File: src/rtl/alu_pkg.sv
// Shared ALU definitions: shift op encodings, flag bit positions and the
// response word layout used between the shift datapath and its buffer.
package alu_pkg;

    localparam logic [1:0] OP_LSL = 2'b00;
    localparam logic [1:0] OP_LSR = 2'b01;
    localparam logic [1:0] OP_ASR = 2'b10;
    localparam logic [1:0] OP_ROR = 2'b11;

    localparam int FLAG_C = 0;
    localparam int FLAG_Z = 1;
    localparam int FLAG_N = 2;

    localparam int FIFO_DEPTH_DEF = 4;
    localparam int RSP_W          = 19;

    typedef struct packed {
        logic [2:0]  flags;
        logic [15:0] data;
    } shift_rsp_t;

endpackage

File: src/rtl/shift_rsp_fifo.sv
// Response buffer for the shift unit: DEPTH entries of one response word,
// simultaneous push/pop allowed at any occupancy, occupancy exported.
module shift_rsp_fifo
    import alu_pkg::*;
#(
    parameter int DEPTH = FIFO_DEPTH_DEF
) (
    input  logic                         clk,
    input  logic                         rst,
    input  logic                         push_i,
    input  logic [RSP_W-1:0]             push_data_i,
    input  logic                         pop_i,
    output logic [RSP_W-1:0]             head_o,
    output logic                         valid_o,
    output logic [$clog2(DEPTH+1)-1:0]   count_o
);
    localparam int AW = $clog2(DEPTH);
    localparam int CW = $clog2(DEPTH + 1);

    logic [RSP_W-1:0] mem_q [DEPTH];
    logic [AW-1:0]    wr_ptr_q, wr_ptr_d;
    logic [AW-1:0]    rd_ptr_q, rd_ptr_d;
    logic [CW-1:0]    count_q, count_d;
    logic             full, do_push, do_pop;

    assign valid_o = (count_q != '0);
    assign full    = (count_q == CW'(DEPTH));
    assign do_pop  = pop_i & valid_o;
    assign do_push = push_i & (~full | do_pop);
    assign head_o  = mem_q[rd_ptr_q];
    assign count_o = count_q;

    // DEPTH is a power of two, so pointer increments wrap modulo DEPTH on their own.
    always_comb begin
        // NOTE: every signal written here gets its default first, so no path can infer a latch.
        wr_ptr_d = wr_ptr_q;
        rd_ptr_d = rd_ptr_q;
        count_d  = count_q;
        if (do_push) wr_ptr_d = wr_ptr_q + AW'(1);
        if (do_pop)  rd_ptr_d = rd_ptr_q + AW'(1);
        if (do_push && !do_pop)      count_d = count_q + CW'(1);
        else if (!do_push && do_pop) count_d = count_q - CW'(1);
    end

    // NOTE: state registers use non-blocking assignment so every flop samples pre-edge values.
    always_ff @(posedge clk or negedge rst) begin
        if (!rst) begin
            wr_ptr_q <= '0;
            rd_ptr_q <= '0;
            count_q  <= '0;
        end else begin
            wr_ptr_q <= wr_ptr_d;
            rd_ptr_q <= rd_ptr_d;
            count_q  <= count_d;
        end
    end

    // NOTE: the storage array has no reset; cleared pointers and count already make it empty.
    always_ff @(posedge clk) begin
        if (do_push) mem_q[wr_ptr_q] <= push_data_i;
    end

endmodule

File: src/rtl/shift_issue_ctrl.sv
// Shift issue controller: computes LSL/LSR/ASR/ROR with N/Z/C flags into one
// pipeline register, then buffers results in order for the consumer.
module shift_issue_ctrl
    import alu_pkg::*;
#(
    parameter int FIFO_DEPTH = FIFO_DEPTH_DEF
) (
    input  logic        clk,
    input  logic        rst,
    input  logic        req_valid,
    output logic        req_ready,
    input  logic [1:0]  req_op,
    input  logic [15:0] req_data,
    input  logic [15:0] req_amt,
    output logic        rsp_valid,
    input  logic        rsp_ready,
    output logic [15:0] rsp_data,
    output logic [2:0]  rsp_flags,
    output logic        busy
);
    localparam int              CW      = $clog2(FIFO_DEPTH + 1);
    localparam logic [CW:0]     DEPTH_V = (CW + 1)'(FIFO_DEPTH);

    logic [3:0]    sh, sh_neg;
    logic          big;
    logic [15:0]   res, rot;
    logic          carry;
    logic [2:0]    flags;
    logic          accept;
    logic          s1_valid_q, s1_valid_d;
    shift_rsp_t    s1_rsp_q, s1_rsp_d, fifo_head;
    logic [CW-1:0] fifo_count;
    logic [CW:0]   occupancy;
    logic          fifo_valid;

    assign sh     = req_amt[3:0];
    assign sh_neg = 4'd0 - sh;
    assign big    = |req_amt[15:4];
    assign rot    = (req_data >> sh) | (req_data << sh_neg);

    // Amounts of 16 and above saturate except for ROR, which only looks at amt[3:0].
    always_comb begin
        res   = req_data;
        carry = 1'b0;
        case (req_op)
            OP_LSL: begin
                if (big) res = '0;
                else if (sh != 4'd0) begin
                    res   = req_data << sh;
                    carry = req_data[sh_neg];
                end
            end
            OP_LSR: begin
                if (big) res = '0;
                else if (sh != 4'd0) begin
                    res   = req_data >> sh;
                    carry = req_data[sh - 4'd1];
                end
            end
            OP_ASR: begin
                if (big) begin
                    res   = {16{req_data[15]}};
                    carry = req_data[15];
                end else if (sh != 4'd0) begin
                    res   = $signed(req_data) >>> sh;
                    carry = req_data[sh - 4'd1];
                end
            end
            default: begin
                if (sh != 4'd0) begin
                    res   = rot;
                    carry = rot[15];
                end
            end
        endcase
        flags         = '0;
        flags[FLAG_N] = res[15];
        flags[FLAG_Z] = (res == 16'h0000);
        flags[FLAG_C] = carry;
    end

    // Ready depends only on registered occupancy, never on this cycle's handshakes.
    assign occupancy  = {1'b0, fifo_count} + {{CW{1'b0}}, s1_valid_q};
    assign req_ready  = (occupancy < DEPTH_V);
    assign accept     = req_valid & req_ready;
    assign s1_valid_d = accept;
    assign s1_rsp_d   = accept ? {flags, res} : s1_rsp_q;

    always_ff @(posedge clk or negedge rst) begin
        if (!rst) begin
            s1_valid_q <= 1'b0;
            s1_rsp_q   <= '0;
        end else begin
            s1_valid_q <= s1_valid_d;
            s1_rsp_q   <= s1_rsp_d;
        end
    end

    shift_rsp_fifo #(
        .DEPTH       (FIFO_DEPTH)
    ) u_rsp_fifo (
        .clk         (clk),
        .rst         (rst),
        .push_i      (s1_valid_q),
        .push_data_i (s1_rsp_q),
        .pop_i       (rsp_ready),
        .head_o      (fifo_head),
        .valid_o     (fifo_valid),
        .count_o     (fifo_count)
    );

    assign rsp_valid = fifo_valid;
    assign rsp_data  = fifo_valid ? fifo_head.data  : '0;
    assign rsp_flags = fifo_valid ? fifo_head.flags : '0;
    assign busy      = s1_valid_q | (fifo_count != '0);

endmodule
File: config.mk
export PLATFORM = sky130hd
export DESIGN_NAME = shift_issue_ctrl
export DESIGN_NICKNAME = d
export VERILOG_FILES = /design/src/rtl/alu_pkg.sv /design/src/rtl/shift_rsp_fifo.sv /design/src/rtl/shift_issue_ctrl.sv
export SDC_FILE = /design/constraint.sdc
export NUM_CORES = 1
export LEC_CHECK = 0
export CAP_MARGIN = 20
export CORE_ASPECT_RATIO = 1.2
export CORE_UTILIZATION = 60
export DETAILED_ROUTE_END_ITERATION = 8
export PLACE_DENSITY_LB_ADDON = 0.05
export REMOVE_ABC_BUFFERS = 1
export SLEW_MARGIN = 10
export SYNTH_ARGS = -nofsm -noshare
export SYNTH_HDL_FRONTEND = slang
export SYNTH_SLANG_ARGS = --single-unit
File: constraint.sdc
create_clock -name clk -period 2.7 [get_ports clk]
set_input_delay 0.54 -clock clk [delete_from_list [all_inputs] [get_ports clk]]
set_output_delay 0.54 -clock clk [all_outputs]
set_load 0.005 [all_outputs]
==> results.py, run 1 <==
metrics = {
    "status": {
        "status": "stopped before the end",
        "haltStage": "5_1_grt",
        "error": "[ERROR GRT-0232] Routing congestion too high. Check the congestion heatmap in the GUI.",
    },
    "clock_network": {
        "numClockSinks": 98,
        "cts_made_buffers": 9,
        "clock_tree.root_cell": "clkbuf_16",
        "clk_path_buf_depth": 2,
        "cts.htree.levels": 3,
        "ctsHoldBuffers": 0,
    },
    "die": {
        "num_rows": 45,
        "die_h_um": 127.2,
        "start_util_pct": 61.63,
        "die_w_um": 106.4,
        "io_pins": 60,
    },
    "yosys": {
        "ys_ff_latch": 98,
        "syn-cell-area_mm2": 0.007843,
        "avgSynthCellArea_um2": 10.31,
        "synth_flop_cell": "edfxtp_1",
        "ys_types": 75,
        "synth_edf_count": 72,
        "syn_inst": 761,
        "ys_warn_count": 0,
        "yosysSeqAreaShare_pct": 35.86,
        "ys_async_sr_fraction_pct": 26.53,
    },
    "global_route": {
        "grt_overflow_total": 29,
        "gr-usage-all-layers_pct": 70.39,
        "grt_max_degree": 27,
    },
    "sta": {
        "crit_endpoint": "s1_rsp_q[17]$_DFFE_PN0P_/D",
        "worst-endpoint-pin-kind": "register input",
    },
    "place": {
        "globalplace.congestion": 1.145,
        "io_buffers": 59,
        "post-dp-hpwl_um": 22730,
    },
}
-- per-stage QoR --
stage	hold WS (ns)	utilization (%)	setup WS, ns	instance area, µm²	instances
floorplan	0.2444	-	-1.657	7473	681
global placement	0.4852	79.18	-1.034	10080	1135
detailed placement	0.4973	79.21	-1.112	10080	1136
CTS	0.5189	85.91	-0.4211	10930	1181
-- synthesized netlist by cell type, drive strengths merged (21+ instances only) --
cell	number	area share [%]
a21oi	29	1.9
mux2i	47	6.0
edfxtp	72	28
dfrtp	26	8.3
buf	30	2.3
clkbuf	50	2.4
o21ai	33	2.1
nand2	85	4.1
nor2	49	2.3
mux4	54	16
and2	29	2.3
mux2	21	3.1
-- cell families after synthesis --
logic type                 share of synthesized area [%]
buffers and inverters                              5.329
DFF                                                35.86
and+or+nand+nor                                    15.51
xor gates and xnor gates                           1.117
adders and majority gates                          1.212
AOI/OAI and AO/OA                                  16.40
muxes                                              24.57
-- timing repair --
action	CTS
resized for setup	112
setup endpoints to repair	13
pin swaps	37
gates cloned	2
setup buffers	28
-- routing by layer --
layer | GRT usage (%) | overflow
met5 | 0.3759 | 0
met4 | 72.22 | 13
met3 | 47.30 | 0
met2 | 90.83 | 16
met1 | 73.18 | 0
==> run 2, diff against run 1 <==
--- a/config.mk
+++ b/config.mk
@@ -6,10 +6,9 @@
 export NUM_CORES = 1
 export LEC_CHECK = 0
 export CAP_MARGIN = 20
-export CORE_ASPECT_RATIO = 1.2
-export CORE_UTILIZATION = 60
+export CORE_UTILIZATION = 40
 export DETAILED_ROUTE_END_ITERATION = 8
-export PLACE_DENSITY_LB_ADDON = 0.05
+export PLACE_DENSITY_LB_ADDON = 0.15
 export REMOVE_ABC_BUFFERS = 1
 export SLEW_MARGIN = 10
 export SYNTH_ARGS = -nofsm -noshare
==> run 2 against run 1 <==
The flow now finishes, with violations (setup timing). Synthesized area unchanged. Synthesized cell count unchanged.
==> results.py, run 2 <==
metrics = {
    "status": {
        "status": "finished, violations left",
        "violations": "setup timing",
    },
    "setup_path": {
        "crit_cells": 11,
        "endpoint_kind": "register",
        "critical_path_required_ns": 2.93,
        "worstPathMaxFanout": 4,
        "crit_type": "primary input to register",
        "cpPeakStageDelay_ns": 0.50,
        "cp.buffers_inverters": 2,
        "cp_common_cell": "a31oi_2",
        "start_kind": "primary input",
        "critPathArrivalTime_ns": 3.31,
        "cp_cell_sequence": "buf_8 -> inv_6 -> ha_4 -> mux4_2 -> and2_4 -> a311o_1 -> a31oi_2 -> a31oi_2 -> a2111o_1 -> or4_4 -> o41ai_2",
        "crit_slowest_cell": "mux4_2",
        "path_delay_family": "compound AO/OA/AOI/OAI gates",
        "rr_worst_depth": 9,
    },
    "yosys": {
        "yosysTopAreaCell": "edfxtp_1",
        "synth_flop_cell": "edfxtp_1",
        "syn_inst": 761,
        "ys_types": 75,
        "ys_warn_count": 0,
        "yosysSeqAreaShare_pct": 35.86,
        "synthTopCellsByCount": "nand2_1 (85), edfxtp_1 (72), mux4_2 (54), clkbuf_1 (50), nor2_1 (49)",
        "avgSynthCellArea_um2": 10.31,
        "ys_ff_latch": 98,
        "synth_top_area_share_pct": 27.57,
        "synth.top_cells.by_area": "edfxtp_1 (28%), mux4_2 (16%), dfrtp_1 (8.3%)",
        "syn-cell-area_mm2": 0.007843,
        "yosysMostFrequentCell": "nand2_1",
        "synth_edf_count": 72,
        "ys_async_sr_fraction_pct": 26.53,
    },
    "cells_and_area": {
        "regMostFlops": "u_rsp_fifo.mem_q",
        "final_nets": 1105,
        "diodes": 0,
        "layout_common_cells": "buf_4 (263), nand2_1 (83), edfxtp_1 (72)",
        "fillers": 1581,
        "largest_reg_flops": 72,
        "syn_to_final_growth_pct": 51.42,
        "layout-drive-gt1-share_pct": 46.57,
        "final_common_cell": "buf_4",
    },
    "die": {
        "fp.coreArea_mm2": 0.01896,
        "io_pins": 60,
        "num_rows": 50,
        "die_w_um": 142.0,
        "start_util_pct": 41.37,
        "dieArea_mm2": 0.02017,
        "die_h_um": 142.0,
    },
    "place": {
        "io_buffers": 59,
        "globalplace.congestion": 1.032,
        "post-dp-hpwl_um": 24830,
        "pre_cts_ws_ns": -1.220,
    },
    "power": {
        "vdd_drop_max_mv": 0.3638,
        "seq_power_share_pct": 33.3,
        "p_leak_uw": 0.004806,
        "power_density_mw_per_mm2": 601.6,
        "p_int_uw": 4801,
        "switching_share_pct": 32.80,
        "comb_power_share_pct": 49.1,
        "pwr-share-clk_pct": 17.6,
        "p_total_uw": 7144,
        "switchingPower_uw": 2343,
    },
    "sta": {
        "maxSlewViolCount": 0,
        "clock.fmax_mhz": 324.9,
        "setup_violations": 5,
        "fin_crit_sh_pct": 114.0,
        "hold_viol_final": 0,
        "max_slew_margin_pct": 34.64,
        "rsz0062_at_grt": "true",
        "setup_ws_ns": -0.3776,
        "fin_setup_tns_ns": -0.9565,
        "clock_skew_ns": 0.009655,
        "period_minus_slack_ns": 3.078,
        "worst_pin_slew_ns": 0.9804,
    },
    "drt": {
        "ant_nets": 0,
        "wl_per_cell_um": 25.31,
        "drt_iter0_markers": 654,
        "vias": 8144,
        "vias_per_cell": 6.146,
        "dr.pass1.iters": 5,
        "wirelength_um": 33540,
        "drcViolationCount": 0,
    },
    "clock_network": {
        "cts_made_buffers": 9,
        "numClockSinks": 98,
        "cts.htree.levels": 3,
        "clkTransAtPathRegs_ns": 0.07,
        "clkLatencyLatePin_ns": 0.34,
        "clk_path_buf_depth": 2,
        "clock_tree.root_cell": "clkbuf_16",
        "cts_tree": "yes",
        "ctsHoldBuffers": 0,
    },
    "global_route": {
        "grt_max_degree": 27,
        "antenna_found_initial": 0,
        "busiest_layer": "met2",
        "globalRouteMet2Util_pct": 59.98,
        "grt_pass1_vias": 8197,
        "met3_usage_pct": 4.307,
        "grt.met1_usage_pct": 39.36,
        "grt_pass1_wl_um": 50050,
        "gr-usage-all-layers_pct": 33.82,
        "grt_overflow_total": 0,
    },
    "run": {
        "maxCapViolCount": 0,
    },
    "min_path": {
        "hold-path-cell-count": 0,
        "min_path_type": "register to register",
    },
}
-- run 2: cell counts after synthesis --
Identical to the previous run, type by type.
-- run 2: path summary, 6_finish.rpt --
| path | startpoint | endpoint | slack [ns] |
|---|---|---|---|
| worst max-delay path | req_amt[1] | s1_rsp_q[17] | -0.38 |
| min in group asynchronous | rst | u_rsp_fifo.rd_ptr_q[1] | 0.57 |
| max in group asynchronous | rst | s1_rsp_q[8] | 1.84 |
| worst min-delay path | s1_rsp_q[11] | u_rsp_fifo.mem_q[2][11] | 0.52 |
| worst min register to register | s1_rsp_q[11] | u_rsp_fifo.mem_q[2][11] | 0.52 |
| worst max register to register | u_rsp_fifo.count_o[1] | u_rsp_fifo.count_o[2] | 0.34 |
-- run 2: worst reg2reg max path, cell delays in order (launching register included) --
cell and delay, ns:
dfrtp_1 0.43, or3_1 0.40, buf_4 0.22, nand2_1 0.15, ha_1 0.21, inv_1 0.07, fa_1 0.37, xor2_1 0.17
nor2_1 0.13, xnor2_1 0.13
-- run 2: timing repair --
item,CTS,global route
buffers inserted,31,21
setup endpoints to repair,18,32
pin swaps,40,15
gates resized for setup,131,63
cloned,5,2
-- run 2: logic make-up after synthesis --
logic type | synth area share [%]
adder cells (fa/ha/maj) | 1.212
buffers and inverters | 5.329
AND/OR/NAND/NOR | 15.51
AO/OA/AOI/OAI | 16.40
flip-flops | 35.86
XOR/XNOR | 1.117
multiplexers | 24.57
-- run 2: layout make-up --
class	instances	area (µm²)	area share, %
clock buffer	9	225.2	1.897
sequential	98	2814	23.70
multi-input combinational	570	5094	42.89
timing repair buffer	368	3287	27.68
clock inverter	7	76.32	0.6427
inverter	13	53.80	0.4531
tap	260	325.3	2.739
-- run 2: stage by stage --
stage | area (µm²) | utilization (%) | std cells | hold slack [ns]
after floorplan | 7473 | - | 681 | 0.2444
after global placement | 10370 | 54.71 | 1251 | 0.4869
after detailed placement | 10380 | 54.73 | 1252 | 0.5094
after CTS | 11440 | 60.36 | 1304 | 0.5243
after global routing | 11880 | 62.65 | 1325 | 0.5435
final | 11880 | 62.65 | 1325 | 0.5195
-- run 2: per-layer routing --
metal | share of wire (%) | wire length [µm] | vias up
li1 | - | - | 3556
met1 | 37 | 12360 | 4017
met2 | 50 | 16640 | 431
met3 | 6.6 | 2198 | 140
met4 | 7.0 | 2340 | 0
met5 | 0 | 0 | -
-- run 2: power groups by stage --
| stage | Combinational [µW] | Clock (µW) | Sequential, µW |
|---|---|---|---|
| 2_1_floorplan | 1380 | 0 | 2400 |
| 3_3_place_gp | 2970 | 0 | 2350 |
| 3_5_place_dp | 3020 | 0 | 2400 |
| 4_1_cts | 3300 | 1280 | 2400 |
| 5_1_grt | 3750 | 1340 | 2420 |
| 6_report | 3510 | 1260 | 2380 |
Note: power is estimated with default switching activity, not from simulation.
==> run 3, diff against run 2 <==
--- a/config.mk
+++ b/config.mk
@@ -7,6 +7,7 @@
 export LEC_CHECK = 0
 export CAP_MARGIN = 20
 export CORE_UTILIZATION = 40
+export CTS_BUF_LIST = sky130_fd_sc_hd__clkbuf_8
 export DETAILED_ROUTE_END_ITERATION = 8
 export PLACE_DENSITY_LB_ADDON = 0.15
 export REMOVE_ABC_BUFFERS = 1
==> run 3 against run 2 <==
Combinational power shrank 4%. Worst setup slack improved by 0.046 ns. The flow still finishes with violations (setup timing). Non-clock buffer count down 10. Worst hold slack got worse by 0.0027 ns. Global-route usage decreased by 0.38 points. Power fell by 6.7%. Clock skew up 0.0087 ns. Register-to-register slack hardly changed. Clock power down 26%. Design area is 2.0% lower. Final cell count shrank 0.75%. First-iteration DRC count shrank 1.7%.
==> results.py, run 3 (synthesis gave the netlist of run 2 again) <==
metrics = {
    "status": {
        "status": "finished, violations left",
        "violations": "setup timing",
    },
    "clock_network": {
        "clk_path_buf_depth": 2,
        "clkLatencyLatePin_ns": 0.37,
        "cts_made_buffers": 9,
        "clock_tree.root_cell": "clkbuf_8",
        "ctsHoldBuffers": 0,
        "numClockSinks": 98,
        "clkTransAtPathRegs_ns": 0.10,
        "cts_tree": "yes",
        "cts.htree.levels": 3,
    },
    "drt": {
        "vias_per_cell": 6.153,
        "wirelength_um": 33130,
        "ant_nets": 0,
        "vias": 8091,
        "drcViolationCount": 0,
        "dr.pass1.iters": 5,
        "drt_iter0_markers": 643,
        "wl_per_cell_um": 25.19,
    },
    "setup_path": {
        "cp.buffers_inverters": 2,
        "endpoint_kind": "register",
        "cpPeakStageDelay_ns": 0.50,
        "start_kind": "primary input",
        "critical_path_required_ns": 2.96,
        "crit_slowest_cell": "mux4_2",
        "cp_common_cell": "a31oi_2",
        "crit_type": "primary input to register",
        "path_delay_family": "compound AO/OA/AOI/OAI gates",
        "critPathArrivalTime_ns": 3.30,
        "worstPathMaxFanout": 4,
        "cp_cell_sequence": "buf_8 -> inv_6 -> ha_4 -> mux4_2 -> and2_4 -> a311o_1 -> a31oi_2 -> a31oi_2 -> a2111o_1 -> or4_4 -> o41ai_2",
    },
    "sta": {
        "max_slew_margin_pct": 34.86,
        "clock.fmax_mhz": 329.9,
        "setup_violations": 4,
        "period_minus_slack_ns": 3.032,
        "maxSlewViolCount": 0,
        "clock_skew_ns": 0.01831,
        "fin_crit_sh_pct": 112.3,
        "fin_setup_tns_ns": -0.9500,
        "setup_ws_ns": -0.3317,
        "rsz0062_at_grt": "true",
        "hold_viol_final": 0,
        "worst_pin_slew_ns": 0.9770,
    },
    "die": {
        "die_h_um": 142.0,
        "fp.coreArea_mm2": 0.01896,
        "start_util_pct": 41.37,
        "num_rows": 50,
        "die_w_um": 142.0,
        "io_pins": 60,
        "dieArea_mm2": 0.02017,
    },
    "global_route": {
        "grt_pass1_wl_um": 49560,
        "gr-usage-all-layers_pct": 33.44,
        "grt_overflow_total": 0,
        "antenna_found_initial": 0,
        "grt_max_degree": 27,
        "grt_pass1_vias": 8192,
    },
    "place": {
        "pre_cts_ws_ns": -1.220,
        "dpl-instance-area_mm2": 0.01038,
        "io_buffers": 59,
        "post-dp-hpwl_um": 24830,
        "globalplace.congestion": 1.032,
    },
    "cells_and_area": {
        "syn_to_final_growth_pct": 48.42,
        "layout_common_cells": "buf_4 (254), nand2_1 (84), edfxtp_1 (72)",
        "fin_area_mm2": 0.01164,
        "largest_reg_flops": 72,
        "regMostFlops": "u_rsp_fifo.mem_q",
        "final_common_cell": "buf_4",
        "layout-drive-gt1-share_pct": 45.50,
        "diodes": 0,
        "final_nets": 1095,
    },
    "run": {
        "maxCapViolCount": 0,
    },
    "power": {
        "power_density_mw_per_mm2": 572.6,
        "p_leak_uw": 0.004823,
        "vdd_drop_max_mv": 0.3301,
    },
    "min_path": {
        "min_path_type": "register to register",
    },
}
## run 3: routing by layer
layer | share of wire, % | track usage [%] | vias to the layer above
met5 | 0 | 0 | -
li1 | - | - | 3530
met1 | 37 | 39.11 | 3992
met3 | 6.1 | 4.139 | 143
met2 | 50 | 58.18 | 426
met4 | 6.8 | 21.22 | 0
## run 3: worst paths after layout
check | depth (start not counted) | to | slack, ns | start
worst max-delay path | 11 | s1_rsp_q[17] | -0.33 | req_amt[1]
worst min-delay path | 0 | u_rsp_fifo.mem_q[3][10] | 0.52 | s1_rsp_q[10]
worst max register to register | 9 | u_rsp_fifo.count_o[2] | 0.34 | u_rsp_fifo.count_o[1]
worst min register to register | 0 | u_rsp_fifo.mem_q[3][10] | 0.52 | s1_rsp_q[10]
max in group asynchronous | 2 | s1_rsp_q[8] | 1.84 | rst
min in group asynchronous | 2 | u_rsp_fifo.rd_ptr_q[0] | 0.57 | rst
## run 3: report_power, final
part / total, µW / leakage (µW) / switching [µW] / internal, µW
combinational: 3360 / 0.00374 / 1530 / 1840
sequential: 2370 / 0.000982 / 242 / 2120
clock: 935 / 0.0000962 / 501 / 434
## run 3: stage by stage
step	power (µW)	utilization [%]	hold slack, ns	instances
floorplan	3784	-	0.2444	681
global placement	5318	54.71	0.4869	1251
detailed placement	5421	54.73	0.5094	1252
CTS	6635	59.81	0.5257	1306
global route	7023	61.41	0.5461	1315
finish	6665	61.41	0.5168	1315
## run 3: area by class of cell
class / count / area (µm²)
Tap cell: 260 / 325.3
Sequential cell: 98 / 2813
Fill cell: 1616 / 7316
Clock inverter: 7 / 76.32
Multi-Input combinational cell: 570 / 5051
Inverter: 13 / 53.80
Timing Repair Buffer: 358 / 3197
Clock buffer: 9 / 123.9
## run 3: worst reg2reg max path: stages (launching register included)
cell	delay [ns]
dfrtp_1	0.44
or3_1	0.40
buf_4	0.22
nand2_1	0.14
ha_1	0.21
inv_1	0.07
fa_1	0.37
xor2_1	0.17
nor2_1	0.14
xnor2_1	0.13
## run 3: timing repair
action,in CTS,in global routing
buffers inserted,33,10
pin swaps,40,12
gates resized for setup,127,68
endpoints found under the setup margin,20,28
gates cloned,5,0
